## src/rtl/fsk_pkg.sv

```systemverilog
// Shared constants, state encoding and helper functions for the FSK receive framer.
package fsk_pkg;

    localparam int DATA_BITS            = 12;
    localparam int FRAME_BITS           = 15;
    localparam int CLKS_PER_BIT_DEFAULT = 16;

    localparam int PERR_IDX = 0;
    localparam int FERR_IDX = 1;

    typedef enum logic [2:0] {
        IDLE   = 3'd0,
        START  = 3'd1,
        DATA   = 3'd2,
        PARITY = 3'd3,
        STOP   = 3'd4,
        BREAK  = 3'd5
    } fsk_state_t;

    function automatic logic even_parity(input logic [DATA_BITS-1:0] v);
        return ^v;
    endfunction

    function automatic logic maj3(input logic [2:0] v);
        return (v[0] & v[1]) | (v[0] & v[2]) | (v[1] & v[2]);
    endfunction

endpackage

```

## src/rtl/fsk_rx_line_filter.sv

```systemverilog
// Two-flop synchroniser followed by a 3-sample majority vote; a single-cycle
// glitch never wins the vote, and a clean edge reaches q four cycles later.
module fsk_rx_line_filter
    import fsk_pkg::*;
(
    input  logic sysclk,
    input  logic rst_n,
    input  logic d,
    output logic q
);

    logic       s1_r;
    logic       s2_r;
    logic [2:0] hist_r;

    // Synchroniser and history shift, all resetting to the idle-high level
    always_ff @(posedge sysclk or negedge rst_n) begin
        if (!rst_n) begin
            s1_r   <= 1'b1;
            s2_r   <= 1'b1;
            hist_r <= 3'b111;
        end else begin
            s1_r   <= d;
            s2_r   <= s1_r;
            hist_r <= {hist_r[1:0], s2_r};
        end
    end

    assign q = maj3(hist_r);

endmodule

```

## src/rtl/fsk_rx_framer.sv

```systemverilog
// Frames 12-bit words (start, 12 data LSB first, even parity, stop) out of the
// filtered demodulator line and reports each word with a one-cycle strobe.
module fsk_rx_framer
    import fsk_pkg::*;
#(
    parameter int CLKS_PER_BIT = CLKS_PER_BIT_DEFAULT
)
(
    input  logic                 sysclk,
    input  logic                 rst_n,
    input  logic                 signal_in,
    output logic [DATA_BITS-1:0] rx_data,
    output logic                 rx_valid,
    output logic [1:0]           rx_status,
    output logic                 rx_busy
);

    localparam int CNT_W  = $clog2(CLKS_PER_BIT);
    localparam int BIDX_W = $clog2(DATA_BITS);
    localparam logic [CNT_W-1:0]  CNT_ZERO  = {CNT_W{1'b0}};
    localparam logic [CNT_W-1:0]  CNT_ONE   = CNT_W'(1);
    localparam logic [CNT_W-1:0]  CNT_MID   = CNT_W'(CLKS_PER_BIT / 2 - 1);
    localparam logic [CNT_W-1:0]  CNT_LAST  = CNT_W'(CLKS_PER_BIT - 1);
    localparam logic [BIDX_W-1:0] BIDX_ZERO = {BIDX_W{1'b0}};
    localparam logic [BIDX_W-1:0] BIDX_ONE  = BIDX_W'(1);
    localparam logic [BIDX_W-1:0] BIDX_LAST = BIDX_W'(DATA_BITS - 1);

    logic                 filt_s;
    fsk_state_t           state_r,  nxt_state_s;
    logic [CNT_W-1:0]     cnt_r,    nxt_cnt_s;
    logic [BIDX_W-1:0]    bidx_r,   nxt_bidx_s;
    logic [DATA_BITS-1:0] shreg_r,  nxt_shreg_s;
    logic                 par_r,    nxt_par_s;
    logic                 stop_r,   nxt_stop_s;
    logic                 done_r,   nxt_done_s;
    logic [1:0]           status_s;

    logic [DATA_BITS-1:0] rx_data_r;
    logic                 rx_valid_r;
    logic [1:0]           rx_status_r;
    logic                 rx_busy_r;

    fsk_rx_line_filter u_filter (
        .sysclk (sysclk),
        .rst_n  (rst_n),
        .d      (signal_in),
        .q      (filt_s)
    );

    // Frame state register and bit-timing counters
    always_ff @(posedge sysclk or negedge rst_n) begin
        if (!rst_n) begin
            state_r <= IDLE;
            cnt_r   <= CNT_ZERO;
            bidx_r  <= BIDX_ZERO;
            shreg_r <= {DATA_BITS{1'b0}};
            par_r   <= 1'b0;
            stop_r  <= 1'b1;
            done_r  <= 1'b0;
        end else begin
            state_r <= nxt_state_s;
            cnt_r   <= nxt_cnt_s;
            bidx_r  <= nxt_bidx_s;
            shreg_r <= nxt_shreg_s;
            par_r   <= nxt_par_s;
            stop_r  <= nxt_stop_s;
            done_r  <= nxt_done_s;
        end
    end

    // Next-state logic: counters restart whenever a sample point is taken
    always_comb begin
        nxt_state_s = state_r;
        nxt_cnt_s   = cnt_r + CNT_ONE;
        nxt_bidx_s  = bidx_r;
        nxt_shreg_s = shreg_r;
        nxt_par_s   = par_r;
        nxt_stop_s  = stop_r;
        nxt_done_s  = 1'b0;
        case (state_r)
            IDLE: begin
                nxt_cnt_s = CNT_ZERO;
                if (filt_s == 1'b0) nxt_state_s = START;
                else                nxt_state_s = IDLE;
            end
            START: begin
                if (cnt_r == CNT_MID) begin
                    nxt_cnt_s = CNT_ZERO;
                    if (filt_s == 1'b1) begin
                        nxt_state_s = IDLE;
                    end else begin
                        nxt_state_s = DATA;
                        nxt_bidx_s  = BIDX_ZERO;
                    end
                end else begin
                    nxt_state_s = START;
                end
            end
            DATA: begin
                if (cnt_r == CNT_LAST) begin
                    nxt_cnt_s           = CNT_ZERO;
                    nxt_shreg_s[bidx_r] = filt_s;
                    if (bidx_r == BIDX_LAST) nxt_state_s = PARITY;
                    else                     nxt_bidx_s  = bidx_r + BIDX_ONE;
                end else begin
                    nxt_state_s = DATA;
                end
            end
            PARITY: begin
                if (cnt_r == CNT_LAST) begin
                    nxt_cnt_s   = CNT_ZERO;
                    nxt_par_s   = filt_s;
                    nxt_state_s = STOP;
                end else begin
                    nxt_state_s = PARITY;
                end
            end
            STOP: begin
                if (cnt_r == CNT_LAST) begin
                    nxt_cnt_s   = CNT_ZERO;
                    nxt_stop_s  = filt_s;
                    nxt_done_s  = 1'b1;
                    nxt_state_s = filt_s ? IDLE : BREAK;
                end else begin
                    nxt_state_s = STOP;
                end
            end
            BREAK: begin
                // a low line here is a break, never a start bit
                nxt_cnt_s = CNT_ZERO;
                if (filt_s == 1'b1) nxt_state_s = IDLE;
                else                nxt_state_s = BREAK;
            end
            default: begin
                nxt_state_s = IDLE;
                nxt_cnt_s   = CNT_ZERO;
            end
        endcase
    end

    // Status flags of the frame just completed
    always_comb begin
        status_s           = 2'b00;
        status_s[PERR_IDX] = even_parity(shreg_r) ^ par_r;
        status_s[FERR_IDX] = ~stop_r;
    end

    // Registered outputs; word and status are published one cycle after the stop sample
    always_ff @(posedge sysclk or negedge rst_n) begin
        if (!rst_n) begin
            rx_data_r   <= {DATA_BITS{1'b0}};
            rx_valid_r  <= 1'b0;
            rx_status_r <= 2'b00;
            rx_busy_r   <= 1'b0;
        end else begin
            rx_valid_r <= done_r;
            rx_busy_r  <= (nxt_state_s != IDLE);
            if (done_r) begin
                rx_data_r   <= shreg_r;
                rx_status_r <= status_s;
            end else begin
                rx_data_r   <= rx_data_r;
                rx_status_r <= rx_status_r;
            end
        end
    end

    assign rx_data   = rx_data_r;
    assign rx_valid  = rx_valid_r;
    assign rx_status = rx_status_r;
    assign rx_busy   = rx_busy_r;

endmodule

```

## config.mk

```make
export PLATFORM = sky130hd
export DESIGN_NAME = fsk_rx_framer
export DESIGN_NICKNAME = d
export VERILOG_FILES = /design/src/rtl/fsk_pkg.sv /design/src/rtl/fsk_rx_line_filter.sv /design/src/rtl/fsk_rx_framer.sv
export SDC_FILE = /design/constraint.sdc
export NUM_CORES = 1
export LEC_CHECK = 0
export CORE_MARGIN = 5
export CORE_UTILIZATION = 40
export DETAILED_ROUTE_END_ITERATION = 8
export PLACE_DENSITY = 0.63
export SLEW_MARGIN = 25
export SYNTH_ARGS = -nofsm -noshare
export SYNTH_HDL_FRONTEND = slang
export SYNTH_SLANG_ARGS = --single-unit
```

## constraint.sdc

```tcl
create_clock -name sysclk -period 2.1 [get_ports sysclk]
set_input_delay 0.21 -clock sysclk [delete_from_list [all_inputs] [get_ports sysclk]]
set_output_delay 0.21 -clock sysclk [all_outputs]
set_load 0.02 [all_outputs]
```

==> results of run 1 <==
## sequential cells by signal, indices dropped and copies added, names as in the netlist
signal / count
done_r: 1
bidx_r: 4
rx_status: 2
state_r: 3
stop_r: 1
shreg_r: 12
rx_busy: 1
u_filter.s1_r: 1
rx_valid: 1
cnt_r: 4
par_r: 1
u_filter.hist_r: 3
rx_data: 12
u_filter.s2_r: 1
## worst register-to-register path: cells and delay by family (launching register included)
kind	cells	cell delay, ns
AOI/OAI and AO/OA	2	0.42
adders and majority gates	1	0.44
DFF	1	0.38
and+or+nand+nor	1	0.52
## worst min path at each step
stage / end / slack [ns] / from / depth (start not counted)
after CTS: shreg_r[7] / 0.02 / rst_n / 1
after global placement: rx_busy / 0.34 / rst_n / 1
final: par_r / 0.004 / rst_n / 1
after floorplan: bidx_r[0] / -0.09 / rst_n / 0
after global routing: shreg_r[7] / 0.07 / rst_n / 1
after detailed placement: rx_data[9] / 0.35 / rst_n / 1
## per-layer routing
layer | part of all wire (%) | up-vias | wire length (um)
li1 | - | 648 | -
met1 | 43 | 699 | 1683
met2 | 51 | 36 | 1971
met3 | 5.0 | 6 | 195
met4 | 1.3 | 0 | 51
met5 | 0 | - | 0
## cell families (layout without fill, tap and decap cells)
logic type      Yosys count  after routing
simple gates             50             50
flops                    47             47
mux                      29             29
compound gates           15             15
xor+xnor                 13             13
buf+inv                  11             34
fa+ha+maj                 6              6
## power by group through the flow
stage	Clock (uW)	Sequential [uW]	Combinational, uW
after floorplan	0	1090	406
after global placement	0	1140	458
after detailed placement	0	1150	478
after CTS	778	1130	483
after global routing	816	1140	540
final	759	1130	478
## final cells by class
cell class	count	area share, %
Clock buffer	6	2.832
Timing Repair Buffer	21	7.715
Multi-Input combinational cell	113	36.77
Inverter	5	0.7324
Clock inverter	2	2.344
Sequential cell	47	46.19
Tap cell	70	3.418
## stage by stage
stage / total power [uW] / cells
finish: 2368 / 264
global route: 2501 / 264
CTS: 2388 / 264
detailed placement: 1624 / 256
global placement: 1595 / 256
floorplan: 1500 / 171
## cells in the final DEF (no fill, tap or decap), types with 5 or more instances in the layout
cell and n:
clkdlybuf4s50_1 17, dfrtp_1 41, inv_1 5, dfstp_2 6, nand3_1 17, ha_1 5
clkbuf_8 5, nor2_1 7, mux2_2 27, xnor2_1 7, o21ai_0 6
==> flow_summary.json, run 1 <==
{
  "antenna_cells": 0,
  "cts_buffers": 5,
  "p_int_uw": 1701,
  "dr.first_iter.drc_count": 83,
  "drtPass1Iterations": 4,
  "hold_path.class": "input pin to asynchronous set/reset pin",
  "crit_required_ns": 2.32,
  "ys.flop_type": "dfrtp_1",
  "die_w_um": 83.78,
  "crit_end": "bidx_r[3]",
  "rsz0062_at_grt": "false",
  "root_buffer": "clkbuf_8",
  "synthAdderAreaFrac_pct": 3.391,
  "grt_pass1_wl_um": 6748,
  "r2r_start": "u_filter.hist_r[1]",
  "power_frac_comb_pct": 20.2,
  "grtUsageTotal_pct": 11.85,
  "end_kind": "flip-flop",
  "finalSetupViolCount": 0,
  "path_class": "flip-flop to flip-flop",
  "ys_types": 37,
  "yosys-top-cells-count": "dfrtp_1 (41), mux2_2 (27), nand3_1 (17)",
  "viasPerCell": 5.261,
  "dp_slack_ns": 0.2706,
  "synth_compound_area_share_pct": 4.598,
  "cts_max_level": 2,
  "drv_slew": 0,
  "synth_area_leaders": "dfrtp_1 (47%), mux2_2 (14%), dfstp_2 (7.2%)",
  "multi_input_area_um2": 942.2,
  "p_seq_share_pct": 47.8,
  "die_h_um": 83.78,
  "place.gp.congestion": 0.7720,
  "routed_wl_um": 3901,
  "grt_antenna_before_repair": 0,
  "use_met2_pct": 20.03,
  "place_area_um2": 2430,
  "clkTransAtPathRegs_ns": 0.08,
  "maxCapViolCount": 0,
  "nFillCells": 464,
  "seqCellArea_um2": 1184,
  "grt-ovfl-total": 0,
  "swShare_pct": 28.15,
  "synth_area_per_cell_um2": 12.73,
  "core-area_um2": 5205,
  "seq_area_frac_synth_pct": 54.37,
  "cp-start-kind": "flip-flop",
  "use_met3_pct": 3.455,
  "tightest_slew_ns": 0.8134,
  "synth-edff-count": 0,
  "cp_data_arrival_time_ns": 2.05,
  "cts.path.max_buffers": 2,
  "path_depth": 4,
  "ys_warn_count": 0,
  "initial_utilization_pct": 41.83,
  "rr_worst_depth": 4,
  "critPathBufInv": 0,
  "cts_setup_buffers": 0,
  "routed-via-count": 1389,
  "finalCritPeriodShare_pct": 87.43,
  "clkPwrFrac_pct": 32.1,
  "max_freq_mhz": 544.6,
  "layout_setup_ws_ns": 0.2640,
  "post_drt_wl_per_cell_um": 14.78,
  "final.setup.tns_ns": 0,
  "rrSetupSlack_ns": 0.26,
  "yosys.area.top_type": "dfrtp_1",
  "ys_ff_latch": 47,
  "io_buffers": 18,
  "fin_skew_ns": 0.008040,
  "postCtsHoldBufs": 0,
  "yosysMostFrequentCell": "dfrtp_1",
  "ir_drop_uv": 493.9,
  "synthSimpleGateAreaFrac_pct": 13.22,
  "fin_area_um2": 2562,
  "syn-cell-area_um2": 2177,
  "startpoint": "u_filter.hist_r[1]",
  "finalHoldViolCount": 0,
  "slew-limit-headroom_pct": 45.77,
  "nets": 201,
  "cts_sinks": 47,
  "crit_chain": "maj3_2, a2bb2oi_2, or4_1, a21oi_1",
  "post-route-drc-count": 0,
  "p_leak_uw": 0.001148,
  "dpl.hpwl_um": 2819,
  "power_switching_uw": 666.6,
  "final_core_util_pct": 49.23,
  "top_usage_layer": "met2",
  "power_density_nw_per_um2": 924.1,
  "io_pins": 19,
  "status": "complete, no violations",
  "rr_endpoint": "bidx_r[3]",
  "synth_xor_area_share_pct": 7.126,
  "hold_ws_ns": 0.004198,
  "clock_latency_ns": 0.30,
  "dieArea_um2": 7018,
  "synthDominantCellAreaShare_pct": 47.13,
  "ant_nets": 0,
  "cp_top_family": "simple AND/OR/NAND/NOR gates",
  "yosys-mux-area-fraction_pct": 14.94,
  "syn_to_final_growth_pct": 17.70,
  "cts-resized-gates": 0,
  "use_met1_pct": 14.26,
  "critPathMaxStageDelay_ns": 0.52,
  "grt_max_degree": 39,
  "synth_top_family_by_area": "multiplexers",
  "period_minus_slack_ns": 1.836,
  "crit_fanout": 19,
  "cpMaxStageDelayCell": "or4_1",
  "drive_gt1_share_pct": 25.26,
  "synthArstFlopShare_pct": 100.0,
  "syn_nets": 179,
  "rows": 26,
  "tritoncts": "done",
  "grt_pass1_vias": 1451,
  "synth_cells": 171
}
Power figures use the tool's default switching activity.
==> run 2: changes to the inputs <==
--- a/config.mk
+++ b/config.mk
@@ -9,7 +9,9 @@
 export CORE_UTILIZATION = 40
 export DETAILED_ROUTE_END_ITERATION = 8
 export PLACE_DENSITY = 0.63
+export REMOVE_ABC_BUFFERS = 1
 export SLEW_MARGIN = 25
 export SYNTH_ARGS = -nofsm -noshare
 export SYNTH_HDL_FRONTEND = slang
+export SYNTH_HIERARCHICAL = 1
 export SYNTH_SLANG_ARGS = --single-unit
==> run 2 against run 1 <==
Final area grew 0.59%. Clock-buffer cell count is the same. Global-route usage down 0.60 points. Hold slack gained 0.31 ns. Sequential share of layout area shrank 0.27 points. Total power shrank 5.2%. Critical path type unchanged. Largest cell class unchanged. Highest routed layer unchanged.
==> flow_summary.json, run 2 <==
{
  "synth_area_per_cell_um2": 13.22,
  "yosysMostFrequentCell": "dfrtp_1",
  "cts_buffers": 5,
  "crit_end": "shreg_r[7]",
  "power_switching_uw": 608.8,
  "status": "complete, no violations",
  "dr.first_iter.drc_count": 75,
  "mostFrequentLayoutCell": "dfrtp_1",
  "highest_layer": "met4",
  "post-route-drc-count": 0,
  "finalCritPeriodShare_pct": 84.02,
  "clkTransAtPathRegs_ns": 0.08,
  "drv_slew": 0,
  "post_drt_wl_per_cell_um": 14.12,
  "routed_wl_um": 3670,
  "swShare_pct": 27.13,
  "ys_types": 39,
  "wl_met2_um": 1769,
  "synth_area_leaders": "dfrtp_1 (46%), mux2_2 (12%), dfstp_2 (7.1%)",
  "clkPwrFrac_pct": 34.2,
  "antenna_cells": 0,
  "drive_gt1_share_pct": 29.26,
  "grt_pass1_vias": 1320,
  "dpl.hpwl_um": 2671,
  "drtPass1Iterations": 2,
  "maxCapViolCount": 0,
  "routed-via-count": 1306,
  "nets": 195,
  "ys_warn_count": 6,
  "hold_path.class": "input pin to flip-flop",
  "grt_max_degree": 31,
  "cp-start-kind": "flip-flop",
  "power_frac_comb_pct": 16.9,
  "initial_utilization_pct": 40.58,
  "grtUsageTotal_pct": 11.25,
  "startpoint": "cnt_r[0]",
  "final_cell_mix": "dfrtp_1 (41), mux2_2 (23), clkdlybuf4s50_1 (17)",
  "tritoncts": "done",
  "max_freq_mhz": 566.8,
  "rrSetupSlack_ns": 0.34,
  "synthDominantCellAreaShare_pct": 46.49,
  "final.setup.tns_ns": 0,
  "finalPower_uw": 2244,
  "path_class": "flip-flop to flip-flop",
  "rr_endpoint": "shreg_r[7]",
  "p_seq_share_pct": 48.9,
  "yosys-top-cells-count": "dfrtp_1 (41), mux2_2 (23), nand2_1 (13)",
  "p_leak_uw": 0.001216,
  "synth-edff-count": 0,
  "place.gp.congestion": 0.8098,
  "cts.path.max_buffers": 2,
  "seq_area_frac_synth_pct": 53.63,
  "r2r_start": "cnt_r[0]",
  "grt_pass1_wl_um": 6375,
  "core-area_um2": 5439,
  "die_w_um": 84.28,
  "multi_input_area_um2": 955.9,
  "viasPerCell": 5.023,
  "io_pins": 19,
  "met3WireLength_um": 148,
  "crit_required_ns": 2.29,
  "ir_drop_uv": 479.9,
  "rr_worst_depth": 5,
  "instances_no_fill": 260,
  "p_int_uw": 1635,
  "root_buffer": "clkbuf_8",
  "wirelength_met1_um": 1698,
  "syn-cell-area_um2": 2207,
  "tightest_slew_ns": 0.6860,
  "syn_to_final_growth_pct": 16.78,
  "nFillCells": 481,
  "rsz0062_at_grt": "false",
  "grt_antenna_before_repair": 0,
  "grt-ovfl-total": 0,
  "cts_max_level": 2,
  "clock_latency_ns": 0.30,
  "cts_setup_buffers": 0,
  "rows": 27,
  "cts-resized-gates": 0,
  "synth_cells": 167,
  "fin_skew_ns": 0.003363,
  "finalSetupViolCount": 0,
  "die_h_um": 84.28,
  "io_buffers": 18,
  "power_density_nw_per_um2": 870.6,
  "end_kind": "flip-flop",
  "crit_fanout": 5,
  "dpl.cell_count": 251,
  "slew-limit-headroom_pct": 54.26,
  "cts_sinks": 47,
  "seqCellArea_um2": 1184,
  "ys.flop_type": "dfrtp_1",
  "synthArstFlopShare_pct": 100.0,
  "period_minus_slack_ns": 1.764,
  "cp_data_arrival_time_ns": 1.95,
  "ant_nets": 0,
  "yosys.area.top_type": "dfrtp_1",
  "finalHoldViolCount": 0,
  "dieArea_um2": 7103,
  "ys_ff_latch": 47
}
run 2: worst max-delay path: stages, from the launching register on:
cell	delay, ns
dfrtp_1	0.38
ha_1	0.30
nand4b_4	0.20
nor4b_4	0.32
nand2_1	0.13
mux2_4	0.30
run 2: area by class of cell:
cell class              count  area share, %
clock buffers               6          2.816
clock inverters             2          2.330
repair buffers             21          7.767
flip-flops and latches     47          45.92
well taps                  72          3.495
multi-input cells         108          37.09
inverters                   4         0.5825
run 2: logic make-up after synthesis:
logic type	after synthesis	synth area share, %
DFF	47	53.63
and+or+nand+nor	46	13.10
muxes	30	15.82
AOI/OAI and AO/OA	13	4.025
xor gates and xnor gates	13	7.030
buffers and inverters	12	3.061
adders and majority gates	6	3.345
run 2: how the worst min path moves through the flow:
stage / startpoint / end / slack (ns) / cells after the start
global placement: rst_n / rx_data[4] / 0.28 / 1
CTS: signal_in / u_filter/s1_r / 0.31 / 1
floorplan: rst_n / bidx_r[0] / -0.09 / 0
finish: signal_in / u_filter/s1_r / 0.32 / 1
detailed placement: rst_n / rx_data[4] / 0.28 / 1
global route: signal_in / u_filter/s1_r / 0.30 / 1
run 2: power groups by stage:
| stage | Combinational (uW) | Sequential [uW] | Clock (uW) |
|---|---|---|---|
| 3_5_place_dp | 384 | 1110 | 0 |
| 3_3_place_gp | 365 | 1100 | 0 |
| 5_1_grt | 432 | 1110 | 822 |
| 6_report | 379 | 1100 | 767 |
| 4_1_cts | 389 | 1100 | 786 |
| 2_1_floorplan | 270 | 1100 | 0 |
run 2: routing by layer:
layer | up-vias | track usage (%)
met5 | - | 0
met4 | 0 | 4.825
met3 | 6 | 3.435
met2 | 19 | 17.79
met1 | 666 | 14.27
li1 | 615 | -
run 2: timing repair:
item | in CTS | in global routing
setup endpoints to repair | 0 | 0
hold endpoints to repair | 23 | 0
hold buffers | 1 | 0
run 2: per-stage QoR:
step,utilization [%],hold WS (ns),worst slack (ns),area [um2]
after floorplan,-,-0.08559,0.4275,2155
after global placement,44.77,0.2767,0.4267,2435
after detailed placement,44.77,0.2789,0.3534,2435
after CTS,47.39,0.3086,0.3284,2577
after global routing,47.39,0.3001,0.1504,2577
final,47.39,0.3164,0.3356,2577
